**src/rtl/frame_fetch_reader.sv**
```systemverilog
// AXI4 read master that fetches one frame in fixed INCR bursts and forwards
// the read data as an AXI-Stream, rotating TDEST across image processors per burst.
module frame_fetch_reader #(
   parameter int unsigned IP_AMT       = 1,
   parameter int unsigned DATA_W       = 256,
   parameter int unsigned ADDR_W       = 32,
   parameter int unsigned AXI_ID_W     = 4,
   parameter int unsigned AXI_ID       = 0,
   parameter int unsigned BURST_LEN    = 16,
   parameter int unsigned FRAME_BEATS  = 64,
   parameter int unsigned AXIS_TID_W   = 2,
   parameter int unsigned AXIS_TDEST_W = (IP_AMT > 1) ? $clog2(IP_AMT) : 1
) (
   input  logic                      clk,
   input  logic                      rst,
   input  logic                      start_i,
   input  logic [ADDR_W-1:0]         frame_base_i,
   output logic                      busy_o,
   output logic                      frame_done_o,
   output logic                      err_o,
   output logic [AXI_ID_W-1:0]       m_arid_o,
   output logic [ADDR_W-1:0]         m_araddr_o,
   output logic [7:0]                m_arlen_o,
   output logic [2:0]                m_arsize_o,
   output logic [1:0]                m_arburst_o,
   output logic                      m_arvalid_o,
   input  logic                      m_arready_i,
   input  logic [AXI_ID_W-1:0]       m_rid_i,
   input  logic [DATA_W-1:0]         m_rdata_i,
   input  logic [1:0]                m_rresp_i,
   input  logic                      m_rlast_i,
   input  logic                      m_rvalid_i,
   output logic                      m_rready_o,
   output logic [AXIS_TID_W-1:0]     m_tid_o,
   output logic [AXIS_TDEST_W-1:0]   m_tdest_o,
   output logic [DATA_W-1:0]         m_tdata_o,
   output logic [DATA_W/8-1:0]       m_tkeep_o,
   output logic [DATA_W/8-1:0]       m_tstrb_o,
   output logic                      m_tlast_o,
   output logic                      m_tvalid_o,
   input  logic                      m_tready_i
);

   localparam int unsigned NumBursts = FRAME_BEATS / BURST_LEN;
   localparam int unsigned BeatW     = (BURST_LEN > 1) ? $clog2(BURST_LEN) : 1;
   localparam int unsigned BurstW    = (NumBursts > 1) ? $clog2(NumBursts) : 1;
   localparam int unsigned Bytes     = DATA_W / 8;

   localparam logic [BeatW-1:0]        LastBeat   = BeatW'(BURST_LEN - 1);
   localparam logic [BurstW-1:0]       LastBurst  = BurstW'(NumBursts - 1);
   localparam logic [AXIS_TDEST_W-1:0] LastDest   = AXIS_TDEST_W'(IP_AMT - 1);
   localparam logic [ADDR_W-1:0]       BurstBytes = ADDR_W'(BURST_LEN * Bytes);

   typedef enum logic [1:0] {StIdle, StAddr, StData, StDone} state_e;

   state_e                    state_q;
   logic                      busy_q, frame_done_q, err_q, arvalid_q;
   logic [ADDR_W-1:0]         araddr_q;
   logic [BeatW-1:0]          beat_q;
   logic [BurstW-1:0]         burst_q;
   logic [AXIS_TID_W-1:0]     tid_q;
   logic [AXIS_TDEST_W-1:0]   tdest_q;

   logic in_data, xfer, beat_last, burst_last;
   logic unused_rid;

   assign unused_rid = ^m_rid_i;
   assign in_data    = (state_q == StData);
   assign xfer       = in_data & m_rvalid_i & m_tready_i;
   assign beat_last  = (beat_q == LastBeat);
   assign burst_last = (burst_q == LastBurst);

   always_ff @(posedge clk or posedge rst) begin
      if (rst) begin
         state_q      <= StIdle;
         busy_q       <= 1'b0;
         frame_done_q <= 1'b0;
         err_q        <= 1'b0;
         arvalid_q    <= 1'b0;
         araddr_q     <= '0;
         beat_q       <= '0;
         burst_q      <= '0;
         tid_q        <= '0;
         tdest_q      <= '0;
      end else begin
         frame_done_q <= 1'b0;
         case (state_q)
            StIdle: begin
               if (start_i) begin
                  araddr_q  <= frame_base_i;
                  arvalid_q <= 1'b1;
                  busy_q    <= 1'b1;
                  err_q     <= 1'b0;
                  beat_q    <= '0;
                  burst_q   <= '0;
                  tdest_q   <= '0;
                  state_q   <= StAddr;
               end
            end
            StAddr: begin
               if (m_arready_i) begin
                  arvalid_q <= 1'b0;
                  state_q   <= StData;
               end
            end
            StData: begin
               if (xfer) begin
                  // Burst length is owned by beat_q; RLAST is only cross-checked.
                  if ((m_rresp_i != 2'b00) || (m_rlast_i != beat_last)) err_q <= 1'b1;
                  if (beat_last) begin
                     beat_q  <= '0;
                     tdest_q <= (tdest_q == LastDest) ? '0 : tdest_q + 1'b1;
                     if (burst_last) begin
                        busy_q       <= 1'b0;
                        frame_done_q <= 1'b1;
                        state_q      <= StDone;
                     end else begin
                        burst_q   <= burst_q + 1'b1;
                        araddr_q  <= araddr_q + BurstBytes;
                        arvalid_q <= 1'b1;
                        state_q   <= StAddr;
                     end
                  end else begin
                     beat_q <= beat_q + 1'b1;
                  end
               end
            end
            StDone: begin
               tid_q   <= tid_q + 1'b1;
               state_q <= StIdle;
            end
            default: state_q <= StIdle;
         endcase
      end
   end

   assign busy_o       = busy_q;
   assign frame_done_o = frame_done_q;
   assign err_o        = err_q;

   assign m_arid_o    = AXI_ID_W'(AXI_ID);
   assign m_araddr_o  = araddr_q;
   assign m_arlen_o   = 8'(BURST_LEN - 1);
   assign m_arsize_o  = 3'($clog2(Bytes));
   assign m_arburst_o = 2'b01;
   assign m_arvalid_o = arvalid_q;

   // Zero-latency pass-through, only open while a burst is being received.
   assign m_rready_o = in_data & m_tready_i;
   assign m_tvalid_o = in_data & m_rvalid_i;
   assign m_tdata_o  = in_data ? m_rdata_i : '0;
   assign m_tlast_o  = in_data & burst_last & beat_last;
   assign m_tkeep_o  = '1;
   assign m_tstrb_o  = '1;
   assign m_tid_o    = tid_q;
   assign m_tdest_o  = tdest_q;

endmodule

```
**config.mk**
```make
export PLATFORM = sky130hd
export DESIGN_NAME = frame_fetch_reader
export DESIGN_NICKNAME = d
export VERILOG_FILES = /design/src/rtl/frame_fetch_reader.sv
export SDC_FILE = /design/constraint.sdc
export NUM_CORES = 1
export LEC_CHECK = 0
export ABC_CLOCK_PERIOD_IN_PS = 4320
export CAP_MARGIN = 20
export CORE_AREA = 2 2 268 270
export CTS_BUF_LIST = sky130_fd_sc_hd__clkbuf_16
export DETAILED_ROUTE_END_ITERATION = 6
export DIE_AREA = 0 0 270 272
export PLACE_DENSITY = 0.42
export SKIP_LAST_GASP = 1
export SYNTH_ARGS = -nofsm -noshare
export SYNTH_HDL_FRONTEND = slang
export SYNTH_SLANG_ARGS = --single-unit
```
**constraint.sdc**
```tcl
create_clock -name clk -period 4.32 [get_ports clk]
set_input_delay 1.296 -clock clk [delete_from_list [all_inputs] [get_ports clk]]
set_output_delay 1.296 -clock clk [all_outputs]
set_load 0.01 [all_outputs]
```
==> results of run 1 <==
path summary, 6_finish.rpt:
| kind | start | endpoint | depth (start not counted) |
|---|---|---|---|
| setup / recovery | m_rdata_i[98] | m_tdata_o[98] | 3 |
| hold / removal | m_araddr_o[5] | m_araddr_o[5] | 2 |
| setup reg to reg | beat_q[0] | m_araddr_o[14] | 5 |
| hold reg to reg | m_araddr_o[5] | m_araddr_o[5] | 2 |
| min in group asynchronous | rst | m_araddr_o[29] | 2 |
| max in group asynchronous | rst | m_araddr_o[12] | 3 |
report_power, final:
| group | switching [W] | leakage (nW) | total, W | internal (W) |
|---|---|---|---|---|
| clock | 0.000179 | 0.0750 | 0.000392 | 0.000213 |
| combinational | 0.00162 | 3.82 | 0.00349 | 0.00187 |
| sequential | 0.000269 | 0.553 | 0.000883 | 0.000614 |
layout make-up:
cell class	instances	area (um^2)	area share (%)
repair buffers	602	6041	50.75
inverters	8	30.03	0.2523
clock inverters	3	17.52	0.1472
flip-flops and latches	46	1151	9.671
multi-input cells	568	3332	27.99
clock buffers	5	125.1	1.051
diodes	7	17.52	0.1472
well taps	950	1189	9.986
cell families after synthesis:
kind of cell | synth area share [%]
and+or+nand+nor | 46.50
buffers and inverters | 17.20
AOI/OAI and AO/OA | 11.66
DFF | 22.83
adders and majority gates | 0.7445
xor gates and xnor gates | 0.5212
other | 0.1489
muxes | 0.3970
metal layers:
metal  vias up  GRT usage [%]
li1       3158              -
met3        23          3.235
met1      2976          9.383
met5         -              0
met4         8          1.857
met2       307          14.77
critical path, stage by stage:
cell and delay (ns):
clkdlybuf4s50_1 0.59, and2_1 0.19, clkdlybuf4s50_1 0.57
sequential cells by signal (all words and copies together), names as in the netlist:
signal / flops
m_tid_o: 2
beat_q: 4
busy_o: 1
burst_q: 2
frame_done_o: 1
err_o: 1
m_arvalid_o: 1
state_q: 2
m_araddr_o: 32
through the flow:
stage | total power [W] | cell area (um^2)
finish | 0.004763 | 11900
global route | 0.005135 | 11900
CTS | 0.004867 | 11890
detailed placement | 0.004441 | 11740
global placement | 0.004445 | 11720
floorplan | 0.002399 | 5343
placed cells by master, fill, tap and decap left out, drive strengths merged, types with 2 or more instances in the layout:
cell type / count
a2bb2oi: 3
nor2: 24
o21ai: 17
dfrtp: 46
clkbuf: 5
nor4: 7
o2bb2ai: 5
inv: 9
a31oi: 3
a21oi: 19
nand4: 11
diode: 7
ha: 3
nor3: 4
nand4b: 2
a22oi: 4
clkdlybuf4s50: 593
or3: 2
and4b: 2
conb: 82
xnor2: 2
o31ai: 3
nor3b: 2
nand2: 54
and2: 263
and4: 3
a31o: 3
mux2i: 2
o22ai: 4
a311oi: 4
and3: 7
buf: 9
nand3: 10
o22a: 4
a211oi: 6
clkinv: 2
==> impl.org, run 1 <==
** Floorplan
- Die span in y :: 272 um
- Top-Level Pins :: 680
- The initial utilization of the core area, before any placement, comes to 7.127%.
- The floorplan has 98 rows.
- After floorplanning, the core was sized to cover 70,750 um^2.
- Die area :: 73,440 um^2
- The die is 270 um wide.

** Routing
- Number of routed nets with antenna violations :: 0
- After detailed routing, the number of remaining DRC violations is 0.
- Drt first pass iters :: 6
- The routed design has 33,360 um of wire.
- Routed wire length on met3 :: 3242 um
- Top layer in use :: met5
- The routed layout has 6,472 vias.
- Dividing the detail-routed wire length by the instance count gives 15.24 um.
- Routed vias/inst :: 2.957
- Wire segments on met2 add up to 17,110 um in the final route.
- The first routing iteration left 304 violations.
- After detailed routing, the wire length on met1 is 12,490 um.

** Clocking
- CTS hold repair buffers :: 0
- For this design, the sink count on the clock tree is 46.
- At the later pin of the worst-skew pair, clock insertion delay measures 0.29 ns.
- Counting along the longest clock path gives a buffer depth of 2.
- The number of clock buffers added by TritonCTS is 5.
- Once the clock tree was built, the setup fixing pass inserted 0 buffers.
- Clock tree from TritonCTS :: done
- Root cell of the clock tree :: clkbuf_16
- Clock-pin transition on the worst setup and hold timing paths :: 0.07 ns
- The H-tree generated during clock tree synthesis spans 2 levels.
- Post-cts gate resize count :: 0

** Place
- Post-DP HPWL :: 28,580 um
- Setup slack after placement :: 0.3911 ns
- IO buf count :: 593
- The congestion estimate from routability-driven global placement came to 0.8662.
- Counting tap cells, the placed design contains a total of 2,174 instances.

** Timing
- Minimum setup slack in the final design :: 0.3792 ns
- The number of endpoints with negative hold slack in the final report was 0.
- For the finished layout, the period the worst path requires is 3.941 ns.
- Across all hold checks on the routed design, the worst slack comes to 0.4779 ns.
- For this run, the top clock speed supported by timing is 0.2538 GHz.
- RSZ-0062 raised after global routing :: no
- Relative slew slack :: 46.93%
- Setup TNS Final :: 0 ns
- Between clock sinks in the finished design, the worst skew comes to 0.01089 ns.
- Slew of the pin with the lowest slew margin :: 0.7960 ns
- Final period utilization :: 91.22%
- The max-slew violation count came to 0.
- Count of final setup violators :: 0

** Synth
- Share of flip-flops with an asynchronous set or reset after synthesis :: 100.0%
- After synthesis, the cell types taking the most area are and2_1, dfrtp_1, buf_4.
- EDFF count, synth :: 0
- For this run, the leading register cell type out of synthesis is dfrtp_1.
- After synthesis, the largest area contributor takes up 32.63% of total cell area.
- Summing the sequential cell areas from Yosys gives 22.83% of the chip area.
- Most area-hungry cell type in the Yosys netlist :: and2_1
- In this run, synthesis produced a sequential element count of 46.
- Netlist Area Pre-Place :: 5042 um^2
- Most used standard cells in the synthesized netlist :: and2_1, buf_4, nand2_1
- The Yosys step of the flow raised 0 warnings.
- In the synthesized netlist, the number of instances is 672.
- Mean instance size in the synthesized netlist :: 7.503 um^2
- Synthesis instantiated 55 different standard cells from the library.
- Most repeated cell in the gate-level netlist after synthesis :: and2_1

** Min path
- The path class of the tightest hold or removal check is register to register.

** Worst setup path
- Data required time of the critical path :: 3.02 ns
- The worst setup path is of the input pin to output port kind.
- Along the worst path, the maximum fanout reaches 1.
- Data arrival at the endpoint of the critical path :: 2.64 ns
- Worst reg-to-reg setup slack :: 1.93 ns
- Type of origin of the critical path :: input pin
- STA classifies the critical path endpoint as an output port.

** Layout
- Fin nets :: 1,535
- The post-route netlist has 2.760% of its cells at a drive strength greater than 1.
- Area growth, synth to finish :: 136.1%
- Core utilization of the finished layout :: 16.82%
- The finished layout holds 2,189 standard cells, fillers aside.
- Fill cells in the final layout number 8,034.

** Global route
- Largest net degree at the start of global routing :: 157
- The number of antenna violations at the first check in global routing is 11.
- First-pass GRT wire length :: 45,550 um
- The number of global-route vias before repair came to 6,508.
- Total congestion overflow :: 0
- All-Layer GR Usage :: 8.329%

** Power and ir drop
- Dividing total power by cell area gives a power density of 400.2 nW/um^2.
- Across the VDD grid, the largest voltage drop is 0.2306 mV.
- In this run the static leakage power is 4.453 nW.

** Job
- Max-cap violations in this run came to 0.

** Run status
- Outcome :: finished clean
(Power assumes the default switching activity.)
==> run 2, diff against run 1 <==
--- a/config.mk
+++ b/config.mk
@@ -7,11 +7,12 @@
 export LEC_CHECK = 0
 export ABC_CLOCK_PERIOD_IN_PS = 4320
 export CAP_MARGIN = 20
-export CORE_AREA = 2 2 268 270
+export CORE_AREA = 2 2 261 263
 export CTS_BUF_LIST = sky130_fd_sc_hd__clkbuf_16
 export DETAILED_ROUTE_END_ITERATION = 6
-export DIE_AREA = 0 0 270 272
-export PLACE_DENSITY = 0.42
+export DIE_AREA = 0 0 263 265
+export DONT_BUFFER_PORTS = 1
+export PLACE_DENSITY = 0.3
 export SKIP_LAST_GASP = 1
 export SYNTH_ARGS = -nofsm -noshare
 export SYNTH_HDL_FRONTEND = slang
==> run 2 against run 1 <==
Against the previous run: sequential cell count did not move; combinational power fell by 50%; count of clock-buffer cells in the layout did not move; critical path type is now register to output port; critical endpoint is now m_tdata_o[33]; largest cell class is now multi-input gates.
==> impl.org, run 2 (synthesized netlist as in run 1, its figures left out) <==
** Clocking
- The number of hold buffers added after CTS was 0.
- The root buffer cell chosen for the clock tree is clkbuf_16.
- The tree built by TritonCTS fans out to 46 sinks.
- Number of buffers created by CTS :: 5
- Clock-pin transition on the worst setup and hold timing paths :: 0.07 ns
- TritonCTS built the clock tree.
- Maximum clock path buffer count :: 2
- CTS built an H-tree with a depth of 2.
- Post-cts gate resize count :: 0
- In this run the post-CTS setup repair buffer count came out at 0.
- The later pin in the worst-skew pair is clocked with a latency of 0.31 ns.

** Timing
- Headroom to the max-slew limit came out at 12.80%.
- The worst path needs 3.712 ns of the cycle, external delays included.
- Worst Skew :: 0.006652 ns
- Slew of the pin with the lowest slew margin :: 1.308 ns
- Fin. Hold Viols :: 0
- Setup repair after global routing left no endpoint under its margin.
- The tightest hold path in the finished design has a slack of 0.4933 ns.
- In the finished design, the share of the clock period the worst path needs comes to 85.93%.
- In the final timing run, aggregate negative setup slack is 0 ns.
- Static timing analysis puts the maximum clock frequency at 0.2694 GHz.
- Final max-slew violation count :: 0
- Setup violations remaining at the end of the flow were counted as 0.

** Power and ir drop
- The share of total power dissipated in combinational logic is 54.7%.
- Dividing total power by cell area gives a power density of 545.2 nW/um^2.
- Cell Int Power :: 0.001381 W
- The share of total power dissipated in sequential elements is 32.0%.
- Maximum vdd drop :: 0.1667 mV
- Proportion of power drawn by the clock network :: 13.3%
- Switching power share of the total :: 56.60%
- In this run the static leakage power is 2.226 nW.
- Summed over all nets, the switching power comes to 0.001801 W.

** Floorplan
- Placeable Area :: 66,800 um^2
- Starting utilization of the core area :: 7.548%
- Die span in y :: 265 um
- Die area :: 69,700 um^2
- Top-Level Pins :: 680
- From left edge to right edge, the die measures 263 um.
- The initialized floorplan defines 95 standard-cell rows.

** Worst setup path
- The endpoint identified for the worst register-to-register timing path is m_araddr_o[17].
- Measured in cells, the most critical reg-to-reg path has a length of 6.
- The worst register-to-register path begins at state_q[1].
- Worst reg-to-reg setup slack :: 1.83 ns
- The setup path with the least slack is of type register to output port.
- Data arrives at the worst endpoint at 2.42 ns.
- Data required time of the critical path :: 3.02 ns
- The most critical setup path has its endpoint at m_tdata_o[33].
- STA classifies the critical path startpoint as a register.
- The worst setup path is captured at an output port.
- Maximum net fanout on the critical path :: 282
- Worst setup path startpoint :: state_q[1]

** Layout
- In the layout the commonest cells are and2_1, conb_1, nand2_1.
- The multi-input combinational cells in the finished layout cover a total of 3332 um^2.
- Fin nets :: 940
- The post-route netlist has 5.181% of its cells at a drive strength greater than 1.
- The register with the most flip-flops in the layout has 32 of them.
- Area growth, synth to finish :: 15.76%
- The library cell used most frequently in the layout, excluding fill and tap cells, is and2_1.
- Fill cells in the final layout number 7,877.
- Measured on the finished design, the core utilization comes to 8.738%.
- Registers take 1151 um^2.

** Global route
- Total congestion overflow :: 0
- The number of antenna violations at the first check in global routing came to 19.
- In the global route stage, overall resource usage came out at 6.596%.
- Largest net degree at the start of global routing :: 283
- First-pass GRT wire length :: 33,360 um
- Number of global-route vias before repair :: 4,121

** Routing
- Routed Wire Length :: 25,830 um
- Number of routed nets with antenna violations :: 0
- Before antenna repair, the detailed router went through 4 iterations.
- The routed layout has 4,582 vias.
- Routed wire length on met3 :: 2090 um
- Met2 Routed Length :: 12,540 um
- Starting DRT DRC Count :: 255
- Top layer in use :: met5
- In the final routed layout, each cell accounts on average for 17.00 um.
- Routed length on met1 :: 10,210 um
- In the routed design, unresolved DRC markers number 0.
- Routed vias/inst :: 3.016

** Run status
- Outcome :: finished clean

** Place
- Global placement routability congestion :: 1.060
- Port buffering added 0 buffers.
- Detailed placement ended at an HPWL of 21,690 um.

** Job
- Total of max-cap violations :: 0

** Min path
- Cell depth of the worst hold path :: 2
- The worst hold path belongs to the class register to register.
-- run 2: stage by stage --
step	power (W)	instance area, um^2	setup WS (ns)	instances
floorplan	0.002399	5343	1.582	752
global placement	0.002776	5670	1.192	1502
detailed placement	0.002775	5670	1.147	1502
CTS	0.003232	5814	0.7919	1510
global route	0.003415	5832	0.5927	1517
finish	0.003182	5837	0.6077	1519
-- run 2: worst max-delay path: stages, from the launching register on --
cell     delay (ns)
dfrtp_1        0.56
nor2b_4        0.24
buf_12         0.31
and2_1         0.43
-- run 2: worst min-delay path by stage --
| stage | start | to | slack, ns |
|---|---|---|---|
| after CTS | burst_q[1] | burst_q[1] | 0.49 |
| after global placement | burst_q[1] | burst_q[1] | 0.47 |
| after global routing | burst_q[0] | burst_q[0] | 0.52 |
| after detailed placement | burst_q[1] | burst_q[1] | 0.47 |
| final | burst_q[1] | burst_q[1] | 0.49 |
| after floorplan | burst_q[1] | burst_q[1] | 0.44 |
-- run 2: cell type report --
cell class | instances | share of cell area [%]
sequential | 46 | 19.72
multi-input combinational | 568 | 57.08
timing repair buffer | 7 | 1.115
tap | 873 | 18.71
inverter | 8 | 0.5145
antenna | 9 | 0.3859
clock inverter | 3 | 0.3215
clock buffer | 5 | 2.144
-- run 2: power groups by stage --
stage	clock network [W]	registers (W)	logic [W]
floorplan	0	0.000864	0.00153
global placement	0	0.00103	0.00174
detailed placement	0	0.00103	0.00174
CTS	0.000454	0.00103	0.00175
global route	0.000457	0.00106	0.00190
finish	0.000424	0.00102	0.00174
-- run 2: metal layers --
layer / track usage [%] / vias to the layer above
met1: 7.984 / 2228
met5: 0 / -
met4: 2.795 / 4
li1: - / 1966
met3: 2.053 / 53
met2: 10.78 / 331
==> run 3, diff against run 2 <==
--- a/config.mk
+++ b/config.mk
@@ -7,12 +7,13 @@
 export LEC_CHECK = 0
 export ABC_CLOCK_PERIOD_IN_PS = 4320
 export CAP_MARGIN = 20
-export CORE_AREA = 2 2 261 263
+export CORE_AREA = 2 2 265 267
 export CTS_BUF_LIST = sky130_fd_sc_hd__clkbuf_16
 export DETAILED_ROUTE_END_ITERATION = 6
-export DIE_AREA = 0 0 263 265
+export DIE_AREA = 0 0 267 269
 export DONT_BUFFER_PORTS = 1
 export PLACE_DENSITY = 0.3
+export SETUP_SLACK_MARGIN = 0.15
 export SKIP_LAST_GASP = 1
 export SYNTH_ARGS = -nofsm -noshare
 export SYNTH_HDL_FRONTEND = slang
==> run 3 against run 2 <==
Against the previous run: total power barely moved; utilization down 0.19 points; combinational power about the same; die area is 3.1% higher; count of clock-buffer cells in the layout stayed put; register-to-register slack worse by 0.08 ns; critical path type unchanged; sequential cell count did not move.
==> impl.org, run 3 (synthesized netlist as in run 1, its figures left out) <==
** Clocking
- CTS sink cnt :: 46
- Buffers added to address setup during post-CTS repair amount to 0.
- Clock latency of the later-clocked register in the worst-skew pair :: 0.31 ns
- CTS hold repair buffers :: 0
- After clock tree synthesis, the clock-pin slew on the worst setup and hold paths is 0.07 ns.
- Maximum clock path buffer count :: 2
- Clock tree synthesis selected as its root buffer the cell clkbuf_16.
- H-tree lvl count :: 2
- TritonCTS built the clock tree.
- Number of buffers created by CTS :: 5
- In this run, post-CTS repair resized a total of 0 instances.

** Routing
- The count of nets left with antenna violations once routing finished came out at 0.
- For this run, the detailed router's first-pass iteration total came to 4.
- Post-detailed-route wirelength per cell :: 16.51 um
- Starting DRT DRC Count :: 188
- Vias after detailed routing :: 4,537
- Routed Wire Length :: 26,200 um
- In the routed layout, each cell is associated on average with a via count of 2.859.
- For this run, design rule violations remaining after detail routing come to 0.

** Timing
- The final critical path takes up 81.87% of the cycle.
- Worst Skew :: 0.01106 ns
- Final max-slew violation count :: 0
- Measured against its own limit, the worst slew margin works out to 41.38%.
- Crit path time final :: 3.537 ns
- Fin. Hold Viols :: 0
- Count of final setup violators :: 0
- After layout, the worst setup slack is 0.7830 ns.
- Adding up every negative setup slack in the final design gives 0 ns.
- At the pin with the least slew margin, the transition time is 0.8794 ns.
- Fmax :: 0.2827 GHz
- Setup repair after global routing left no endpoint under its margin.

** Layout
- The register with the most flip-flops in the layout has 32 of them.
- In the layout the commonest cells are and2_1, conb_1, nand2_1.
- Fin nets :: 940
- Area growth, synth to finish :: 17.47%
- Most common cell after layout, fill and taps aside :: and2_1
- The post-route netlist has 5.181% of its cells at a drive strength greater than 1.

** Floorplan
- In this run the count of I/O pins placed on the die edge is 680.
- Placement row count :: 97
- Starting utilization of the core area :: 7.276%
- Die span in y :: 269 um
- The floorplan step defined a die boundary enclosing 71,820 um^2.
- The floorplan step set the die width to 267 um.
- Placeable Area :: 69,300 um^2

** Worst setup path
- Data required time of the critical path :: 3.02 ns
- Maximum cell stage delay along the critical path :: 0.57 ns
- Cell with the biggest individual delay on the critical path :: dfrtp_1
- STA classifies the critical path endpoint as an output port.
- Of all nets on the critical path, the largest fanout is 285.
- At the worst endpoint, the arrival time is 2.24 ns.
- Type of origin of the critical path :: register
- Series of cell instances along the critical path :: nor2b_4 > buf_12 > and2_1
- Critical path class :: register to output port

** Place
- IO buf count :: 0
- Setup slack after placement :: 1.130 ns
- Global placement routability congestion :: 0.9562
- Detailed placement ended at an HPWL of 21,800 um.

** Global route
- Number of global-route vias before repair :: 4,066
- For this run the aggregate overflow at the end of global routing stands at 0.
- All-Layer GR Usage :: 6.438%
- Antenna violations before repair :: 25
- Entering global routing, the biggest net connects 286 pins.
- First-pass GRT wire length :: 32,710 um

** Power and ir drop
- Dividing total power by cell area gives a power density of 537.2 nW/um^2.
- Across the VDD grid, the largest voltage drop is 0.3793 mV.
- After layout, the design draws a total of 0.003182 W.
- Standby leakage power :: 2.227 nW

** Job
- Total of max-cap violations :: 0

** Run status
- Outcome :: finished clean

** Min path
- Worst min path class :: register to register
==> run 3: changes by cell type in the layout (fill, tap and decap cells not counted), sizes merged <==
cell | previous run | this run
diode | 9 | 10
==> run 3: path summary, 6_finish.rpt <==
check,start,end,slack [ns],cells after the start
max in group asynchronous,rst,m_araddr_o[21],2.55,2
min in group asynchronous,rst,m_araddr_o[6],0.97,1
max,state_q[1],m_tdata_o[247],0.78,3
max reg2reg,state_q[1],m_araddr_o[17],1.75,6
min,burst_q[1],burst_q[1],0.48,2
min reg2reg,burst_q[1],burst_q[1],0.48,2
==> run 3: cell type report <==
cell class | instances | area, um^2
diodes | 10 | 25.02
clock buffers | 5 | 125.1
clock inverters | 3 | 18.77
fillers | 8167 | 63380
inverters | 8 | 30.03
multi-input cells | 568 | 3332
flip-flops and latches | 46 | 1151
well taps | 940 | 1176
repair buffers | 7 | 65.06
==> run 3: through the flow <==
step | std cells | area, um^2 | utilization (%) | hold slack, ns
6_report | 1587 | 5923 | 8.547 | 0.4801
5_1_grt | 1585 | 5918 | 8.540 | 0.5240
4_1_cts | 1577 | 5898 | 8.511 | 0.4828
2_1_floorplan | 752 | 5343 | - | 0.4428
3_5_place_dp | 1569 | 5754 | 8.303 | 0.4674
3_3_place_gp | 1569 | 5754 | 8.303 | 0.4640
==> run 3: power breakdown <==
group | total, W | internal [W] | switching, W
Clock | 0.000419 | 0.000216 | 0.000204
Combinational | 0.00175 | 0.000554 | 0.00120
Sequential | 0.00101 | 0.000612 | 0.000396
==> run 3: worst max-delay path, delay by kind of cell (launching register included) <==
| kind | cells | cell delay (ns) |
|---|---|---|
| AND/OR/NAND/NOR | 2 | 0.65 |
| buffers and inverters | 1 | 0.56 |
| flip-flops | 1 | 0.57 |
==> run 3: routing by layer <==
layer  wire length [um]  part of all wire [%]  track usage [%]  up-vias
li1                   -                     -                -     1969
met1              10380                    40            7.778     2188
met2              12870                    49            10.76      314
met3               1966                   7.5            1.708       60
met4                954                   3.6            2.748        6
met5                 32                  0.12                0        -
